### config.mk
export PLATFORM = sky130hd
export DESIGN_NAME = sram_port_arbiter
export DESIGN_NICKNAME = d
export VERILOG_FILES = /design/src/rtl/sram_port_arbiter.sv
export SDC_FILE = /design/constraint.sdc
export NUM_CORES = 1
export LEC_CHECK = 0
export ABC_AREA = 1
export CAP_MARGIN = 5
export CORE_AREA = 2 2 101 103
export CTS_CLUSTER_DIAMETER = 60
export DETAILED_ROUTE_END_ITERATION = 12
export DIE_AREA = 0 0 103 105
export PLACE_DENSITY = 0.71
export SYNTH_ARGS = -nofsm -noshare
export SYNTH_HDL_FRONTEND = slang
export SYNTH_SLANG_ARGS = --single-unit
### constraint.sdc
create_clock -name clk -period 4 [get_ports clk]
set_clock_uncertainty 0.15 [all_clocks]
set_input_delay 0.6 -clock clk [delete_from_list [all_inputs] [get_ports clk]]
set_output_delay 0.6 -clock clk [all_outputs]
set_load 0.02 [all_outputs]
### src/rtl/sram_port_arbiter.sv
// Round-robin arbiter sharing one single-port block RAM among requesters.
// Supports locked bursts and returns read valids aligned to RAM latency.
module sram_port_arbiter #(
    parameter int NUM_REQ    = 3,
    parameter int ADDR_W     = 9,
    parameter int DATA_W     = 32,
    parameter int WE_W       = 4,
    parameter int RD_LATENCY = 1
) (
    input  logic                      clk,
    input  logic                      rst_n,
    input  logic [NUM_REQ-1:0]        req,
    input  logic [NUM_REQ-1:0]        lock,
    input  logic [NUM_REQ*ADDR_W-1:0] req_a,
    input  logic [NUM_REQ*WE_W-1:0]   req_we,
    input  logic [NUM_REQ*DATA_W-1:0] req_di,
    output logic [NUM_REQ-1:0]        gnt,
    output logic [NUM_REQ-1:0]        rvalid,
    output logic [DATA_W-1:0]         rdata,
    output logic                      RAM_EN,
    output logic [ADDR_W-1:0]         RAM_A,
    output logic [WE_W-1:0]           RAM_WE,
    output logic [DATA_W-1:0]         RAM_Di,
    input  logic [DATA_W-1:0]         RAM_Do,
    output logic                      busy
);

    localparam int IDX_W = $clog2(NUM_REQ);

    typedef enum logic {ARB, OWNED} state_t;

    state_t           state, state_n;
    logic [IDX_W-1:0] ptr, ptr_n;
    logic [IDX_W-1:0] owner, owner_n;
    logic [IDX_W-1:0] gidx;
    logic             found;
    logic             rd_push;

    logic [RD_LATENCY-1:0] pipe_vld;
    logic [IDX_W-1:0]      pipe_id [RD_LATENCY];

    function automatic logic [IDX_W-1:0] rot_idx(
        input logic [IDX_W-1:0] base,
        input int               off
    );
        int j;
        j = int'(base) + off;
        if (j >= NUM_REQ) j = j - NUM_REQ;
        return IDX_W'(j);
    endfunction

    // State, scan pointer and burst owner
    always_ff @(posedge clk or negedge rst_n) begin
        if (!rst_n) begin
            state <= ARB;
            ptr   <= '0;
            owner <= '0;
        end else begin
            state <= state_n;
            ptr   <= ptr_n;
            owner <= owner_n;
        end
    end

    // Pick the granted requester and compute next arbitration state
    always_comb begin
        state_n = state;
        ptr_n   = ptr;
        owner_n = owner;
        found   = 1'b0;
        gidx    = '0;
        if (rst_n) begin
            unique case (state)
                ARB: begin
                    for (int i = 0; i < NUM_REQ; i++) begin
                        if (!found && req[rot_idx(ptr, i)]) begin
                            found = 1'b1;
                            gidx  = rot_idx(ptr, i);
                        end
                    end
                    if (found) begin
                        if (lock[gidx]) begin
                            state_n = OWNED;
                            owner_n = gidx;
                        end else begin
                            ptr_n = rot_idx(gidx, 1);
                        end
                    end
                end
                OWNED: begin
                    gidx  = owner;
                    found = req[owner];
                    if (!(req[owner] && lock[owner])) begin
                        state_n = ARB;
                        ptr_n   = rot_idx(owner, 1);
                    end
                end
                default: ;
            endcase
        end
    end

    // Grant vector and RAM port mux for the granted slice
    always_comb begin
        gnt    = '0;
        RAM_EN = 1'b0;
        RAM_A  = '0;
        RAM_WE = '0;
        RAM_Di = '0;
        if (found) begin
            gnt[gidx] = 1'b1;
            RAM_EN    = 1'b1;
            RAM_A     = req_a[int'(gidx)*ADDR_W +: ADDR_W];
            RAM_WE    = req_we[int'(gidx)*WE_W +: WE_W];
            RAM_Di    = req_di[int'(gidx)*DATA_W +: DATA_W];
        end
        rd_push = found && (RAM_WE == '0);
    end

    // Read tag pipeline matching RAM read latency
    always_ff @(posedge clk or negedge rst_n) begin
        if (!rst_n) begin
            pipe_vld <= '0;
            for (int i = 0; i < RD_LATENCY; i++) pipe_id[i] <= '0;
        end else begin
            pipe_vld[0] <= rd_push;
            pipe_id[0]  <= gidx;
            for (int i = 1; i < RD_LATENCY; i++) begin
                pipe_vld[i] <= pipe_vld[i-1];
                pipe_id[i]  <= pipe_id[i-1];
            end
        end
    end

    // Decode pipeline tail into per-requester valid and busy flag
    always_comb begin
        rvalid = '0;
        if (pipe_vld[RD_LATENCY-1]) rvalid[pipe_id[RD_LATENCY-1]] = 1'b1;
        busy = (|gnt) | (state == OWNED) | (|pipe_vld);
    end

    assign rdata = RAM_Do;

endmodule

==> flow_metrics.py, run 1 <==
metrics = {
    "outcome": {
        "status": "completed",
    },
    "yosys": {
        "synthCells": 368,
        "ys_seq_area_share_pct": 10.1,
        "synth_area_um2": 1990,
        "ys_ff_latch": 8,
        "syn_nets": 549,
        "yosysTopAreaCell": "nand2_1",
        "synthTopCellsByArea": "nand2_1, nand3_1, buf_4, dfrtp_1, a31oi_1",
        "synth_top_area_share_pct": 32.1,
        "avgSynthCellArea_um2": 5.41,
        "yosysUniqueCellTypes": 29,
        "yosys_warnings": 0,
    },
    "sta": {
        "final-hold-violation-count": 0,
        "fin_crit_sh_pct": 94.0,
        "slew-limit-headroom_pct": 74.7,
        "rsz0062_at_grt": "false",
        "finalSetupTns_ns": 0,
        "fmaxAchievable_ghz": 0.266,
        "setup_viol": 0,
        "worst_slew_pin_slew_ns": 0.379,
        "drv_slew": 0,
        "worst_hold_slack_ns": 0.412,
        "period_needed_ns": 3.76,
    },
    "routing": {
        "drtIter0Drc": 105,
        "via_per_inst": 4.49,
        "via_count": 2985,
        "wl_per_cell_um": 13.9,
        "drc": 0,
        "drt-total-wl_um": 9260,
        "drtAntennaViolNets": 0,
        "dr.pass1.iters": 5,
    },
    "critical_path": {
        "rrSetupSlack_ns": 1.53,
        "cp-startpoint": "req[2]",
        "endpoint": "gnt[2]",
        "critPathMaxFanout": 29,
        "rr_worst_depth": 18,
        "worstReg2RegStart": "ptr[0]",
        "cp-start-kind": "input pin",
        "r2r_end": "pipe_vld",
        "timing_worst_setup_path_type": "input pin to output pin",
        "cp_data_arrival_time_ns": 3.01,
        "worstPathRequired_ns": 3.25,
        "end_kind": "output pin",
    },
    "floorplanning": {
        "rows": 36,
        "initial_utilization_pct": 20.6,
        "dieHeight_um": 105,
        "io_pins": 260,
        "coreArea_um2": 9640,
        "die_w_um": 103,
        "die-area_um2": 10800,
    },
    "final_layout": {
        "multiInputGateArea_um2": 1380,
        "finalNonFillerCells": 665,
        "regArea_um2": 200,
        "area_growth_syn_to_layout_pct": 105,
        "fin_util_pct": 42.4,
        "nets": 715,
        "drive_gt1_share_pct": 7.33,
        "stdcell_area_um2": 4080,
        "layout_commonest_cell": "nand2_1",
        "antenna_cells": 0,
        "final_cell_mix": "nand2_1, clkdlybuf4s50_1, nand3_1, dlymetal6s2s_1, inv_1",
        "fillers": 1057,
    },
    "pwr": {
        "power.share.clock_pct": 3.6,
        "p_leak_nw": 2.36,
        "p_sw_mw": 1.44,
        "combPwrFrac_pct": 90.6,
        "p_sw_share_pct": 54.7,
        "power.internal_mw": 1.19,
        "vdd_drop_max_uv": 291,
        "pwr-share-seq_pct": 5.8,
        "pwr_density_cell_nw_per_um2": 643,
    },
    "clock_network": {
        "cts_resized": 0,
        "cts_tree": "done",
        "clock_latency_ns": 0.23,
        "htree_levels": 1,
        "ctsHoldBuffers": 0,
        "clk_path_buf_depth": 2,
        "clkTransAtPathRegs_ns": 0.04,
        "cts_buffers": 3,
        "cts_root_buf": "clkbuf_8",
        "clkSinkCount": 8,
        "postCtsSetupRepairBufs": 0,
    },
    "hold_path": {
        "min_path_type": "flop to flop",
    },
    "grt": {
        "grt_max_degree": 30,
        "grt_pass1_wl_um": 14100,
        "grtUsageTotal_pct": 16.3,
        "overflow": 0,
        "antenna_found_initial": 0,
        "grt_pass1_vias": 3043,
    },
    "place": {
        "dp_hpwl_um": 7850,
        "placed_cell_area_um2": 3930,
        "dp_cells": 662,
        "port_buffers": 195,
        "place_congestion": 0.868,
    },
    "job": {
        "maxCapViolCount": 0,
    },
}
-- synth_stat cells, drive strengths merged --
master and n:
o21ai 8, o31ai 1, clkbuf 1, ha 6, nand4 2, buf 45, a31oi 14, nor3b 1
o2111ai 1, nor2 15, a21oi 7, nand2 175, nor3 3, inv 24, nand3 56, nand3b 1
dfrtp 8
-- metrics by stage --
stage,setup WS (ns),total power [mW]
after floorplan,0.956,1.59
after global placement,0.0933,2.55
after detailed placement,0.0766,2.58
after CTS,0.00807,2.69
after global routing,0.00127,2.87
final,0.242,2.63
-- flip-flops by register name, summed over array words and instances, names as in the netlist --
register  flops
owner         2
pipe_id       2
ptr           2
state         1
pipe_vld      1
-- cells by family (layout without fill, tap and decap cells) --
| group | after synthesis | in the layout | synth area share, % |
|---|---|---|---|
| AO/OA/AOI/OAI | 31 | 31 | 9.18 |
| flip-flops | 8 | 8 | 10.1 |
| buffers and inverters | 70 | 234 | 21.5 |
| AND/OR/NAND/NOR | 253 | 253 | 55.5 |
| adder cells (fa/ha/maj) | 6 | 6 | 3.77 |
-- routing by layer --
metal,up-vias,global-route usage [%],share of wire (%)
met3,30,5.75,12
met4,0,4.70,2.4
li1,1483,-,-
met5,-,0,0
met2,167,28.4,49
met1,1305,18.5,37
-- area by class of cell --
| class | count | area share, % |
|---|---|---|
| clock buffer | 3 | 1.01 |
| inverter | 24 | 2.21 |
| multi-input combinational | 290 | 33.7 |
| tap | 133 | 4.08 |
| sequential | 8 | 4.90 |
| timing repair buffer | 207 | 54.1 |
-- worst min-delay path by stage --
stage	from	to	slack, ns	cells past startpoint
final	owner[1]	owner[1]	0.41	2
after global routing	owner[1]	owner[1]	0.49	2
after CTS	owner[1]	owner[1]	0.43	2
after detailed placement	owner[1]	owner[1]	0.41	2
after global placement	owner[1]	owner[1]	0.40	2
after floorplan	rst_n	owner[0]	0.15	0
-- power groups by stage --
| stage | Combinational [mW] | Clock [mW] | Sequential (mW) |
|---|---|---|---|
| after floorplan | 1.44 | 0 | 0.143 |
| after global placement | 2.40 | 0 | 0.151 |
| after detailed placement | 2.43 | 0 | 0.152 |
| after CTS | 2.44 | 0.0979 | 0.152 |
| after global routing | 2.60 | 0.104 | 0.157 |
| final | 2.38 | 0.0958 | 0.152 |
-- worst max-delay path, cell delays in order --
cell and delay, ns:
clkdlybuf4s50_1 0.50, inv_2 0.07, o21ai_1 0.16, nand2_1 0.09
nand2_1 0.08, inv_2 0.04, nand3_1 0.10, nor2_2 0.06
nor2_2 0.15, nand2_4 0.10, nor3_4 0.20, buf_12 0.20
clkdlybuf4s50_1 0.63
Note: power is estimated with default switching activity, not from simulation.
==> inputs of run 2 (changes only) <==
Settings changed: GPL_TIMING_DRIVEN from default to 0.
==> flow_metrics.py, run 2 (synthesis gave the netlist of run 1 again) <==
metrics = {
    "outcome": {
        "status": "completed",
    },
    "pwr": {
        "p_sw_share_pct": 57.4,
        "p_leak_nw": 2.25,
        "vdd_drop_max_uv": 301,
        "pwr-share-seq_pct": 5.9,
        "pwr_density_cell_nw_per_um2": 572,
        "power.internal_mw": 1.09,
        "combPwrFrac_pct": 90.2,
        "p_sw_mw": 1.47,
        "power.share.clock_pct": 3.9,
    },
    "final_layout": {
        "multiInputGateArea_um2": 1370,
        "fillers": 1022,
        "reg_top3": "owner: 2 flops, pipe_id: 2 flops, ptr: 2 flops",
        "finalNonFillerCells": 735,
        "drive_gt1_share_pct": 13.1,
        "stdcell_area_um2": 4480,
        "layout_commonest_cell": "clkdlybuf4s50_1",
        "final_cell_mix": "clkdlybuf4s50_1, nand2_1, nand3_1, buf_4, dlygate4sd2_1",
        "antenna_cells": 0,
        "regArea_um2": 200,
        "nets": 785,
        "area_growth_syn_to_layout_pct": 125,
    },
    "job": {
        "maxCapViolCount": 0,
    },
    "floorplanning": {
        "initial_utilization_pct": 20.6,
        "io_pins": 260,
        "die_w_um": 103,
        "rows": 36,
        "dieHeight_um": 105,
        "coreArea_um2": 9640,
        "die-area_um2": 10800,
    },
    "place": {
        "dp_hpwl_um": 8780,
        "port_buffers": 227,
        "placed_cell_area_um2": 4430,
        "dp_cells": 728,
        "place_congestion": 0.899,
    },
    "routing": {
        "wl_per_cell_um": 13.8,
        "drtAntennaViolNets": 0,
        "dr.pass1.iters": 4,
        "drt-total-wl_um": 10200,
        "drtIter0Drc": 122,
        "via_per_inst": 4.38,
        "via_count": 3221,
        "drc": 0,
    },
    "critical_path": {
        "rrSetupSlack_ns": 1.37,
        "r2r_end": "pipe_vld",
        "rr_worst_depth": 18,
        "worstPathRequired_ns": 3.25,
        "timing_worst_setup_path_type": "input pin to output pin",
        "end_kind": "output pin",
        "cp-start-kind": "input pin",
        "cp_data_arrival_time_ns": 3.09,
        "critPathMaxFanout": 10,
        "worstReg2RegStart": "ptr[1]",
    },
    "grt": {
        "grt_max_degree": 11,
        "grt_pass1_wl_um": 14900,
        "overflow": 0,
        "grt_busiest_layer": "met2",
        "grt_pass1_vias": 3079,
        "grtUsageTotal_pct": 17.4,
        "grtUsageMet2_pct": 31.7,
        "antenna_found_initial": 0,
        "grt_use_met1_pct": 19.6,
        "grt_use_met3_pct": 4.21,
    },
    "clock_network": {
        "clkSinkCount": 8,
        "clk_path_buf_depth": 2,
        "cts_root_buf": "clkbuf_8",
        "clock_latency_ns": 0.23,
        "htree_levels": 1,
        "cts_buffers": 3,
        "clkTransAtPathRegs_ns": 0.04,
        "cts_tree": "done",
    },
    "sta": {
        "worst_slew_pin_slew_ns": 0.484,
        "finalSetupTns_ns": 0,
        "fin_crit_sh_pct": 96.1,
        "fmaxAchievable_ghz": 0.260,
        "drv_slew": 0,
        "final-hold-violation-count": 0,
        "period_needed_ns": 3.84,
        "slew-limit-headroom_pct": 67.8,
        "setup_viol": 0,
    },
    "hold_path": {
        "min_path_type": "input pin to async pin",
    },
}
## run 2: cell count changes in the layout (fill, tap and decap cells not counted), moves of 3 or more
cell             previous run  this run
buf_12                      5         0
buf_2                       0         3
buf_6                       0         4
clkdlybuf4s50_1           153       179
dlymetal6s2s_1             42         8
buf_4                       7        41
clkbuf_2                    0         5
clkdlybuf4s15_1             0         5
dlygate4sd2_1               0        31
## run 2: power groups by stage
stage,sequential [mW],clock (mW),combinational (mW)
6_report,0.151,0.0994,2.31
5_1_grt,0.156,0.108,2.54
4_1_cts,0.150,0.103,2.31
3_5_place_dp,0.150,0,2.44
3_3_place_gp,0.148,0,2.42
2_1_floorplan,0.143,0,1.44
## run 2: cell type report
cell class | instances | area share, %
Timing Repair Buffer | 231 | 50.6
Multi-Input combinational cell | 290 | 30.6
Buffer | 46 | 7.74
Sequential cell | 8 | 4.47
Tap cell | 133 | 3.72
Inverter | 24 | 2.01
Clock buffer | 3 | 0.923
## run 2: how the worst max path moves through the flow
stage,to,startpoint,cells past startpoint
2_1_floorplan,RAM_A[5],ptr[0],16
3_3_place_gp,RAM_A[6],rst_n,11
3_5_place_dp,RAM_A[6],rst_n,11
4_1_cts,RAM_Di[2],req[2],14
5_1_grt,RAM_WE[0],req[2],16
6_report,RAM_Di[14],req[2],16
## run 2: stage by stage
stage / hold slack [ns] / setup slack (ns) / total power, mW / util [%]
2_1_floorplan: 0.154 / 0.956 / 1.59 / -
3_3_place_gp: 0.384 / -0.407 / 2.57 / 45.9
3_5_place_dp: 0.405 / -0.489 / 2.59 / 45.9
4_1_cts: 0.290 / 0.0234 / 2.56 / 46.0
5_1_grt: 0.307 / -0.00117 / 2.80 / 46.4
6_report: 0.282 / 0.158 / 2.56 / 46.4
## run 2: metal layers
| layer | routed length (µm) | vias to the layer above | part of all wire [%] |
|---|---|---|---|
| met5 | 0 | - | 0 |
| met4 | 172 | 0 | 1.7 |
| met3 | 973 | 11 | 9.6 |
| met2 | 5190 | 158 | 51 |
| met1 | 3840 | 1431 | 38 |
| li1 | - | 1621 | - |
## run 2: repair_timing
| item | in CTS | in global routing |
|---|---|---|
| setup buffers | 0 | 4 |
| cloned | 0 | 0 |
| setup endpoints to repair | 46 | 22 |
| pin swaps | 0 | 2 |
| resized for setup | 46 | 22 |
| hold buffers | 0 | 0 |
## run 2: critical path: stages
cell and delay (ns):
clkdlybuf4s50_1 0.53, inv_2 0.07, o21ai_2 0.15, nand2_2 0.11
a31oi_1 0.21, nand3_2 0.13, nand2_4 0.15, inv_2 0.08
nor2_4 0.16, nand2_2 0.08, inv_2 0.07, buf_6 0.14
buf_6 0.15, nand2_1 0.05, nand3_1 0.07, dlygate4sd2_1 0.34
==> inputs of run 3 (changes only) <==
==> constraint.sdc (replaced) <==
create_clock -name clk -period 4 [get_ports clk]
set_clock_uncertainty 0.15 [all_clocks]
set_input_delay 0.6 -clock clk [delete_from_list [all_inputs] [get_ports clk]]
set_output_delay 0.6 -clock clk [all_outputs]
set_load 0.05 [all_outputs]
==> flow_metrics.py, run 3 (synthesis gave the netlist of run 1 again) <==
metrics = {
    "outcome": {
        "status": "completed",
    },
    "routing": {
        "drc": 0,
        "drtIter0Drc": 134,
        "via_count": 3197,
        "drt-total-wl_um": 10200,
        "drtAntennaViolNets": 0,
        "dr.pass1.iters": 4,
        "wl_per_cell_um": 13.9,
        "via_per_inst": 4.37,
    },
    "sta": {
        "worst_slew_pin_slew_ns": 0.538,
        "drv_slew": 0,
        "setup_viol": 0,
        "setup_slack_ns": 0.179,
        "finalSetupTns_ns": 0,
        "fmaxAchievable_ghz": 0.262,
        "final-hold-violation-count": 0,
        "rsz0062_at_grt": "false",
        "period_needed_ns": 3.82,
        "slew-limit-headroom_pct": 64.0,
        "fin_crit_sh_pct": 95.5,
    },
    "floorplanning": {
        "coreArea_um2": 9640,
        "dieHeight_um": 105,
        "die_w_um": 103,
        "rows": 36,
        "die-area_um2": 10800,
        "io_pins": 260,
        "initial_utilization_pct": 20.6,
    },
    "final_layout": {
        "nets": 781,
        "reg_top3": "owner: 2 flops, pipe_id: 2 flops, ptr: 2 flops",
        "stdcell_area_um2": 4290,
        "layout_commonest_cell": "clkdlybuf4s50_1",
        "final_cell_mix": "clkdlybuf4s50_1, nand2_1, nand3_1, buf_4, buf_2",
        "fin_util_pct": 44.5,
        "area_growth_syn_to_layout_pct": 116,
        "drive_gt1_share_pct": 19.2,
        "finalNonFillerCells": 732,
    },
    "clock_network": {
        "cts_tree": "done",
        "cts_buffers": 3,
        "cts_root_buf": "clkbuf_8",
        "clk_path_buf_depth": 2,
        "htree_levels": 1,
        "clock_latency_ns": 0.23,
        "clkSinkCount": 8,
        "clkTransAtPathRegs_ns": 0.04,
        "ctsHoldBuffers": 0,
    },
    "grt": {
        "grt_pass1_wl_um": 14900,
        "grtUsageTotal_pct": 17.4,
        "overflow": 0,
        "grt_pass1_vias": 3086,
        "antenna_found_initial": 0,
        "grt_max_degree": 11,
    },
    "pwr": {
        "pwr_density_cell_nw_per_um2": 725,
        "p_leak_nw": 2.07,
        "vdd_drop_max_uv": 351,
    },
    "place": {
        "dp_cells": 728,
        "dp_hpwl_um": 8780,
        "port_buffers": 227,
        "place_ws_ns": -0.688,
        "placed_cell_area_um2": 4430,
        "place_congestion": 0.899,
    },
    "critical_path": {
        "cp_common_cell": "inv_2",
        "critPathMaxFanout": 10,
        "cp-startpoint": "req[2]",
        "crit_slowest_cell": "clkdlybuf4s50_1",
        "worstPathRequired_ns": 3.25,
        "slowest_delay_ns": 0.53,
        "cp_data_arrival_time_ns": 3.07,
        "end_kind": "output pin",
        "cp_cell_sequence": "clkdlybuf4s50_1 > inv_2 > o21ai_2 > nand2_2 > a31oi_1 > nand3_2 > nand2_4 > inv_2 > nor2_4 > nand2_2 > inv_2 > buf_6 > buf_6 > nand2_1 > nand3_1 > buf_2",
        "worstReg2RegStart": "ptr[1]",
        "cp-start-kind": "input pin",
        "timing_worst_setup_path_type": "input pin to output pin",
    },
    "hold_path": {
        "min_path_type": "input pin to async pin",
    },
    "job": {
        "maxCapViolCount": 0,
    },
}
[run 3: cell type report]
cell class	count	area [µm²]
Clock buffer	3	41.3
Inverter	24	90.1
Multi-Input combinational cell	290	1370
Tap cell	133	166
Buffer	46	344
Antenna cell	1	2.50
Sequential cell	8	200
Timing Repair Buffer	227	2080
Fill cell	1063	5350
[run 3: worst paths after layout]
path                       slack (ns)         end  depth (start not counted)
max reg2reg                      1.46    pipe_vld                         17
min                              0.28      ptr[0]                          1
min reg2reg                      0.43    owner[1]                          2
max in group asynchronous        3.09    pipe_vld                          1
max                              0.18  RAM_Di[11]                         16
min in group clk                 0.43    owner[1]                          2
[run 3: worst max-delay path: cells and delay by family]
| family | cells | cell delay (ns) |
|---|---|---|
| buffers and inverters | 7 | 1.30 |
| AND/OR/NAND/NOR | 7 | 0.80 |
| AO/OA/AOI/OAI | 2 | 0.36 |
[run 3: metal layers]
metal	part of all wire [%]	track usage [%]	wire length (µm)
met4	1.9	5.08	198
met2	51	31.8	5170
met5	0	0	0
met3	11	4.28	1080
met1	37	19.5	3750
[run 3: stage by stage]
stage / hold slack, ns / power (mW)
finish: 0.282 / 3.11
global route: 0.307 / 3.35
CTS: 0.290 / 3.24
detailed placement: 0.405 / 3.23
global placement: 0.384 / 3.20
floorplan: 0.154 / 2.23
[run 3: what timing repair did]
action	CTS	global route
setup endpoints to repair	50	49
gates resized for setup	115	101
buffers inserted	0	0
[run 3: power by group]
group	leakage, nW	switching (mW)	internal [mW]
registers	0.101	0.0334	0.117
clock network	0.0216	0.0339	0.0654
logic	1.95	2.04	0.817
total	2.07	2.11	1.00
